===== src/rtl/voq_out_rr_scheduler.sv =====
`default_nettype none
// ============================================================================
// Module      : voq_out_rr_scheduler
// Description : Per-output-port scheduler for the shared-memory switch.
//               It arbitrates round-robin between PORT_NUB input-side VOQs
//               that hold packets for this output. A grant lasts for a whole
//               packet, so packets never interleave on the output. A watchdog
//               revokes a grant whose VOQ stalls while the output is ready.
// Ports       : clk          system clock
//               rst_n        asynchronous active-low reset
//               req          per-VOQ request (VOQ holds >= 1 packet)
//               beat_in      one word moved from the granted VOQ this cycle
//               eop_in       qualifies beat_in: last word of the packet
//               out_ready    output port can accept a word this cycle
//               grant        one-hot grant, all-zero when idle
//               grant_idx    binary index of the granted VOQ
//               grant_valid  a grant is held
//               timeout_err  one-cycle pulse when the watchdog revokes
//               pkt_cnt      completed packets, saturating at 16'hFFFF
// Revision    : 1.0 - initial release
// ============================================================================

`ifndef PORT_NUB_TOTAL
`define PORT_NUB_TOTAL 8
`endif

module voq_out_rr_scheduler #(
    parameter int PORT_NUB  = `PORT_NUB_TOTAL,
    parameter int WIDTH_SEL = $clog2(PORT_NUB),
    parameter int TIMEOUT   = 256,
    parameter int WIDTH_TO  = $clog2(TIMEOUT)
) (
    input  logic                 clk,
    input  logic                 rst_n,
    input  logic [PORT_NUB-1:0]  req,
    input  logic                 beat_in,
    input  logic                 eop_in,
    input  logic                 out_ready,
    output logic [PORT_NUB-1:0]  grant,
    output logic [WIDTH_SEL-1:0] grant_idx,
    output logic                 grant_valid,
    output logic                 timeout_err,
    output logic [15:0]          pkt_cnt
);

    localparam logic [0:0]           c_st_idle   = 1'b0;
    localparam logic [0:0]           c_st_busy   = 1'b1;
    localparam logic [PORT_NUB-1:0]  c_onehot0   = {{(PORT_NUB-1){1'b0}}, 1'b1};
    localparam logic [WIDTH_SEL-1:0] c_last_port = WIDTH_SEL'(PORT_NUB - 1);
    localparam logic [WIDTH_SEL:0]   c_port_nub  = (WIDTH_SEL+1)'(PORT_NUB);
    localparam logic [WIDTH_TO-1:0]  c_wd_last   = WIDTH_TO'(TIMEOUT - 1);
    localparam logic [15:0]          c_cnt_max   = 16'hFFFF;

    logic [0:0]           r_state;
    logic [WIDTH_SEL-1:0] r_ptr;
    logic [WIDTH_TO-1:0]  r_wd;

    logic [WIDTH_SEL-1:0]   w_base;
    logic [WIDTH_SEL-1:0]   w_start;
    logic [PORT_NUB-1:0]    w_cand;
    logic [2*PORT_NUB-1:0]  w_dbl;
    logic [2*PORT_NUB-1:0]  w_shifted;
    logic [PORT_NUB-1:0]    w_rot;
    logic [WIDTH_SEL-1:0]   w_off;
    logic [WIDTH_SEL:0]     w_sum;
    logic [WIDTH_SEL-1:0]   w_win;
    logic                   w_any;

    // Round-robin winner. In IDLE the search starts after the pointer; in
    // BUSY it starts after the current owner and excludes it, which is what
    // the eop regrant needs. Candidates are rotated so the search start sits
    // at bit 0, a fixed priority encoder picks the lowest set bit, and the
    // offset is added back modulo PORT_NUB.
    always_comb begin
        w_base    = (r_state == c_st_busy) ? grant_idx : r_ptr;
        w_cand    = (r_state == c_st_busy) ? (req & ~grant) : req;
        w_any     = |w_cand;
        w_start   = (w_base == c_last_port) ? '0 : (w_base + 1'b1);
        w_dbl     = {w_cand, w_cand};
        w_shifted = w_dbl >> w_start;
        w_rot     = w_shifted[PORT_NUB-1:0];
        w_off     = '0;
        for (int i = PORT_NUB - 1; i >= 0; i--) begin
            if (w_rot[i]) begin
                w_off = WIDTH_SEL'(i);
            end
        end
        w_sum = {1'b0, w_start} + {1'b0, w_off};
        if (w_sum >= c_port_nub) begin
            w_sum = w_sum - c_port_nub;
        end
        w_win = w_sum[WIDTH_SEL-1:0];
    end

    always_ff @(posedge clk or negedge rst_n) begin
        if (!rst_n) begin
            r_state     <= c_st_idle;
            r_ptr       <= c_last_port;
            r_wd        <= '0;
            grant       <= '0;
            grant_idx   <= '0;
            grant_valid <= 1'b0;
            timeout_err <= 1'b0;
            pkt_cnt     <= '0;
        end else begin
            timeout_err <= 1'b0;
            case (r_state)
                c_st_idle: begin
                    // Beats seen while idle belong to nobody and are dropped.
                    if (w_any) begin
                        grant       <= c_onehot0 << w_win;
                        grant_idx   <= w_win;
                        grant_valid <= 1'b1;
                        r_wd        <= '0;
                        r_state     <= c_st_busy;
                    end
                end
                c_st_busy: begin
                    if (beat_in) begin
                        // A beat always clears the watchdog, so eop beats a
                        // timeout that would otherwise fire on this cycle.
                        r_wd <= '0;
                        if (eop_in) begin
                            r_ptr <= grant_idx;
                            if (pkt_cnt != c_cnt_max) begin
                                pkt_cnt <= pkt_cnt + 16'd1;
                            end
                            if (w_any) begin
                                grant     <= c_onehot0 << w_win;
                                grant_idx <= w_win;
                            end else begin
                                grant       <= '0;
                                grant_valid <= 1'b0;
                                r_state     <= c_st_idle;
                            end
                        end
                    end else if (out_ready) begin
                        // Only an idle-but-ready output counts as a stall;
                        // back-pressure freezes the watchdog.
                        if (r_wd == c_wd_last) begin
                            r_ptr       <= grant_idx;
                            r_wd        <= '0;
                            grant       <= '0;
                            grant_valid <= 1'b0;
                            timeout_err <= 1'b1;
                            r_state     <= c_st_idle;
                        end else begin
                            r_wd <= r_wd + 1'b1;
                        end
                    end
                end
                default: begin
                    r_state <= c_st_idle;
                end
            endcase
        end
    end

endmodule

`default_nettype wire


===== config.mk =====
export PLATFORM = sky130hd
export DESIGN_NAME = voq_out_rr_scheduler
export DESIGN_NICKNAME = d
export VERILOG_FILES = /design/src/rtl/voq_out_rr_scheduler.sv
export SDC_FILE = /design/constraint.sdc
export NUM_CORES = 1
export LEC_CHECK = 0
export ABC_AREA = 1
export CAP_MARGIN = 20
export CORE_ASPECT_RATIO = 1.1
export CORE_MARGIN = 2
export CORE_UTILIZATION = 30
export DETAILED_ROUTE_END_ITERATION = 10
export GPL_TIMING_DRIVEN = 0
export MAX_ROUTING_LAYER = met4
export PLACE_DENSITY = 0.49
export SETUP_SLACK_MARGIN = 0.4
export SYNTH_ARGS = -nofsm -noshare
export SYNTH_HDL_FRONTEND = slang
export SYNTH_SLANG_ARGS = --single-unit

===== constraint.sdc =====
create_clock -name clk -period 4.7 [get_ports clk]
set_clock_uncertainty 0.1 [all_clocks]
set_input_delay 0.47 -clock clk [delete_from_list [all_inputs] [get_ports clk]]
set_output_delay 0.47 -clock clk [all_outputs]
set_load 0.03 [all_outputs]

==> results by group <==
Global routing
  – Gr ovfl total: 0
  – Maximum number of pins on one net before global-route repair: 32
  – First-pass GRT wire length: roughly 12 mm
  – Total GRT Usage: between 10% and 20%
  – Number of global-route vias before repair: 2493
  – Initial antenna violation count: 0

STA
  – Worst-Margin Slew: about 0.45 ns
  – Fmax: 259 MHz
  – Max Transition Viols Final: 0
  – RSZ-0062 raised after global routing: false
  – Final setup margin: 0.841 ns
  – Hold_ws: 0.379 ns
  – Setup total negative slack: 0 ns
  – Final setup viols: 0
  – Final Hold Fails: 0
  – Relative slew slack: 69.9%
  – Crit path time final: ~3.9 ns
  – Ratio of final minimum period to clock period: 82.1%

Die
  – Die width: 95.4 um
  – Die height: 105 um
  – Die Area: 9980 um^2
  – Initial core utilization: 30.9%
  – IO Pins: between 40 and 50
  – Core footprint: 8920 um^2
  – Rows: 36

Drt
  – Detailed-route DRC error count: 0
  – Post-DRT Antenna Nets: 0
  – Wire per inst: 12.6 um
  – Drt pass-1 iters: 4
  – DR iter-0 viols: 129
  – Vias per cell: 4.58
  – WL final: 6.82 mm
  – Via count: 2475

Yosys
  – FF+latch count, synth: between 40 and 50
  – Asr flop ratio synth: 100%
  – Most used DFF post-synth: dfrtp_1
  – Net Count, Synth: just under 400
  – Area leader, netlist: dfrtp_1
  – Cells after Synth: 372
  – Post-synth EDFFs: 0
  – Post-synth cell types: 33
  – Yosys top cell area share: between 30 and 40%
  – Mapped cell area: 2760 um^2
  – Avg Cell Area, Syn: 7.42 um^2
  – Synth warn: 0
  – Area contributors post-synth: dfrtp_1, nand2_1, nand3_1
  – Sequential area share after synthesis: 37.3%

Clock network
  – Clk Latency, worst-skew pair: 0.29 ns
  – CTS Buf Count: 5
  – # H-tree levels: 2
  – CTS max path bufs: 2
  – TritonCTS sink count: approximately 40
  – CTS tree: built
  – Clock root cell: clkbuf_8
  – Clk pin slew, worst setup/hold paths: 0.09 ns

Worst hold path
  – Worst Hold Class: reg2reg
  – Startpoint of the worst hold path: r_ptr[1]

Setup path
  – Critical path buffer and inverter count: 5
  – WP data arrival: 3.94 ns
  – CP startpoint: r_state
  – Worst reg2reg path startpoint: r_state
  – Critical path endpoint category: register
  – CP max-delay cell: fa_1
  – WS Path Type: reg2reg
  – Critical Path Max Stage Delay: 0.39 ns
  – CP dominant cell by count: nand2_1
  – Delay-heaviest family, CP: simple AND/OR/NAND/NOR gates
  – CP startpoint kind: register
  – Crit Path Max Fanout: 10
  – WP data required: ~4.8 ns

Place
  – Placed cell count: approximately 530
  – Post-DP HPWL: 5.32 mm
  – Placed cell area: roughly 3300 um^2
  – Pre-CTS worst setup slack: about 0.63 ns
  – PortBufs: 41
  – RePlAce Congestion: 0.893

Run
  – Max cap viols: 0

Cells and area
  – Final Net Count: about 440
  – Filler-free cell count of the finished design: 540
  – Finished Core Util: about 39%
  – Fill cell count: 959
  – Fin area: around 3500 um^2
  – Share of layout cells above drive strength 1: between 15 and 20%
  – P&R area growth vs syn: 25.2%
  – Footprint of the multi-input gates: 1510 um^2
  – Ant diodes: 0
  – FF+latch area: 1030 um^2

Pwr
  – Seq pwr share: 21.8%
  – PwrDens: 681 nW/um^2
  – VDD IR max: 0.206 mV
  – Overall power: 2.35 mW
  – Switching power: between 1 and 1.5 mW
  – Logic pwr share: 68.4%
  – Sw frac: 51.6%
  – Design internal power: 1.14 mW
  – Clock share of power: 9.9%
  – Pleak: 1.71 nW

Outcome
  – Outcome: finished clean
[cell usage in the layout, fill, tap and decap left out, types with 2 or more instances in the layout]
cell,synthesis,final
buf_6,3,3
inv_2,2,2
nand4_1,7,7
dfrtp_1,38,38
ha_1,5,5
buf_2,1,2
nor3_1,7,7
clkdlybuf4s50_1,0,40
buf_12,1,2
nand2_4,5,5
o22ai_1,2,2
nor2_4,3,3
nor2_1,21,21
clkbuf_8,0,5
xnor2_1,7,7
dfstp_2,3,3
nand2_1,125,125
nand3_1,36,36
inv_1,38,38
a21oi_1,6,6
nor3_2,2,2
nand2_2,24,24
nand3_2,4,4
o21ai_0,10,10
xor2_1,12,11
buf_4,0,3
clkinvlp_4,0,2
[cell families after synthesis]
group / Yosys count / synth area share, %
AO/OA/AOI/OAI: 22 / 4.31
XOR/XNOR: 19 / 6.03
adder cells (fa/ha/maj): 6 / 2.99
buffers and inverters: 47 / 8.12
flip-flops: 41 / 37.3
AND/OR/NAND/NOR: 237 / 41.2
[power groups by stage]
stage / Sequential (mW) / Combinational (mW) / Clock, mW
floorplan: 0.612 / 1.08 / 0
global placement: 0.521 / 1.55 / 0
detailed placement: 0.518 / 1.56 / 0
CTS: 0.514 / 1.57 / 0.243
global route: 0.528 / 1.80 / 0.262
finish: 0.512 / 1.61 / 0.232
[flip-flops by register name (all words and copies together), names as in the netlist]
signal and flops:
pkt_cnt 16, grant 8, r_wd 8, grant_idx 3
r_ptr 3, grant_valid 1, r_state 1, timeout_err 1
[Yosys cell counts (all sizes together), types with 2 or more instances]
| cell | instances |
|---|---|
| nand2 | 154 |
| inv | 41 |
| nand3 | 41 |
| dfrtp | 38 |
| nor2 | 25 |
| xor2 | 12 |
| o21ai | 11 |
| nor3 | 9 |
| nand4 | 7 |
| xnor2 | 7 |
| a21oi | 6 |
| buf | 5 |
| ha | 5 |
| dfstp | 3 |
| o22ai | 2 |
[repair_timing]
| action | in CTS | in global routing |
|---|---|---|
| hold buffers | 1 | 0 |
| gates resized for setup | 0 | 1 |
| buffers inserted | 0 | 3 |
| endpoints found under the hold margin | 7 | 0 |
| setup endpoints to repair | 0 | 9 |
[worst paths after layout]
kind / end / slack [ns] / cells past startpoint
max: grant[0] / 0.84 / 26
min: r_ptr[1] / 0.38 / 2
max reg2reg: grant[0] / 0.84 / 26
min reg2reg: r_ptr[1] / 0.38 / 2
max in group asynchronous: pkt_cnt[13] / 3.55 / 3
min in group asynchronous: r_wd[6] / 0.48 / 2
[layout make-up]
cell class / instances / share of cell area [%]
Tap cell: 114 / 4.13
Sequential cell: 41 / 29.8
Clock inverter: 2 / 0.435
Buffer: 5 / 1.70
Inverter: 42 / 4.78
Multi-Input combinational cell: 284 / 43.8
Timing Repair Buffer: 46 / 13.3
Clock buffer: 6 / 2.10
[per-layer routing]
| metal | vias up | track usage (%) | part of all wire (%) | wire length [um] |
|---|---|---|---|---|
| met5 | - | - | 0 | 0 |
| li1 | 1284 | - | - | - |
| met3 | 8 | 2.38 | 2.9 | 197 |
| met4 | 0 | 3.06 | 1.1 | 77 |
| met2 | 37 | 24.8 | 48 | 3260 |
| met1 | 1146 | 20.4 | 48 | 3290 |
[worst register-to-register path, stage by stage (launching register included)]
cell	delay, ns
dfrtp_1	0.38
buf_6	0.16
buf_6	0.16
o21ai_0	0.26
ha_1	0.21
ha_1	0.20
nor2_4	0.07
inv_2	0.17
nand3_1	0.13
nand2_1	0.08
nand2_1	0.06
nand2_2	0.09
nand2_1	0.05
nand2_1	0.05
nand2_1	0.05
nand2_1	0.05
nand2_1	0.04
a21boi_0	0.17
ha_1	0.18
inv_1	0.05
fa_1	0.39
xor2_2	0.23
inv_1	0.11
nand3_4	0.14
nand2_4	0.07
nand2_1	0.07
nand2_1	0.05
Power figures use the tool's default switching activity.
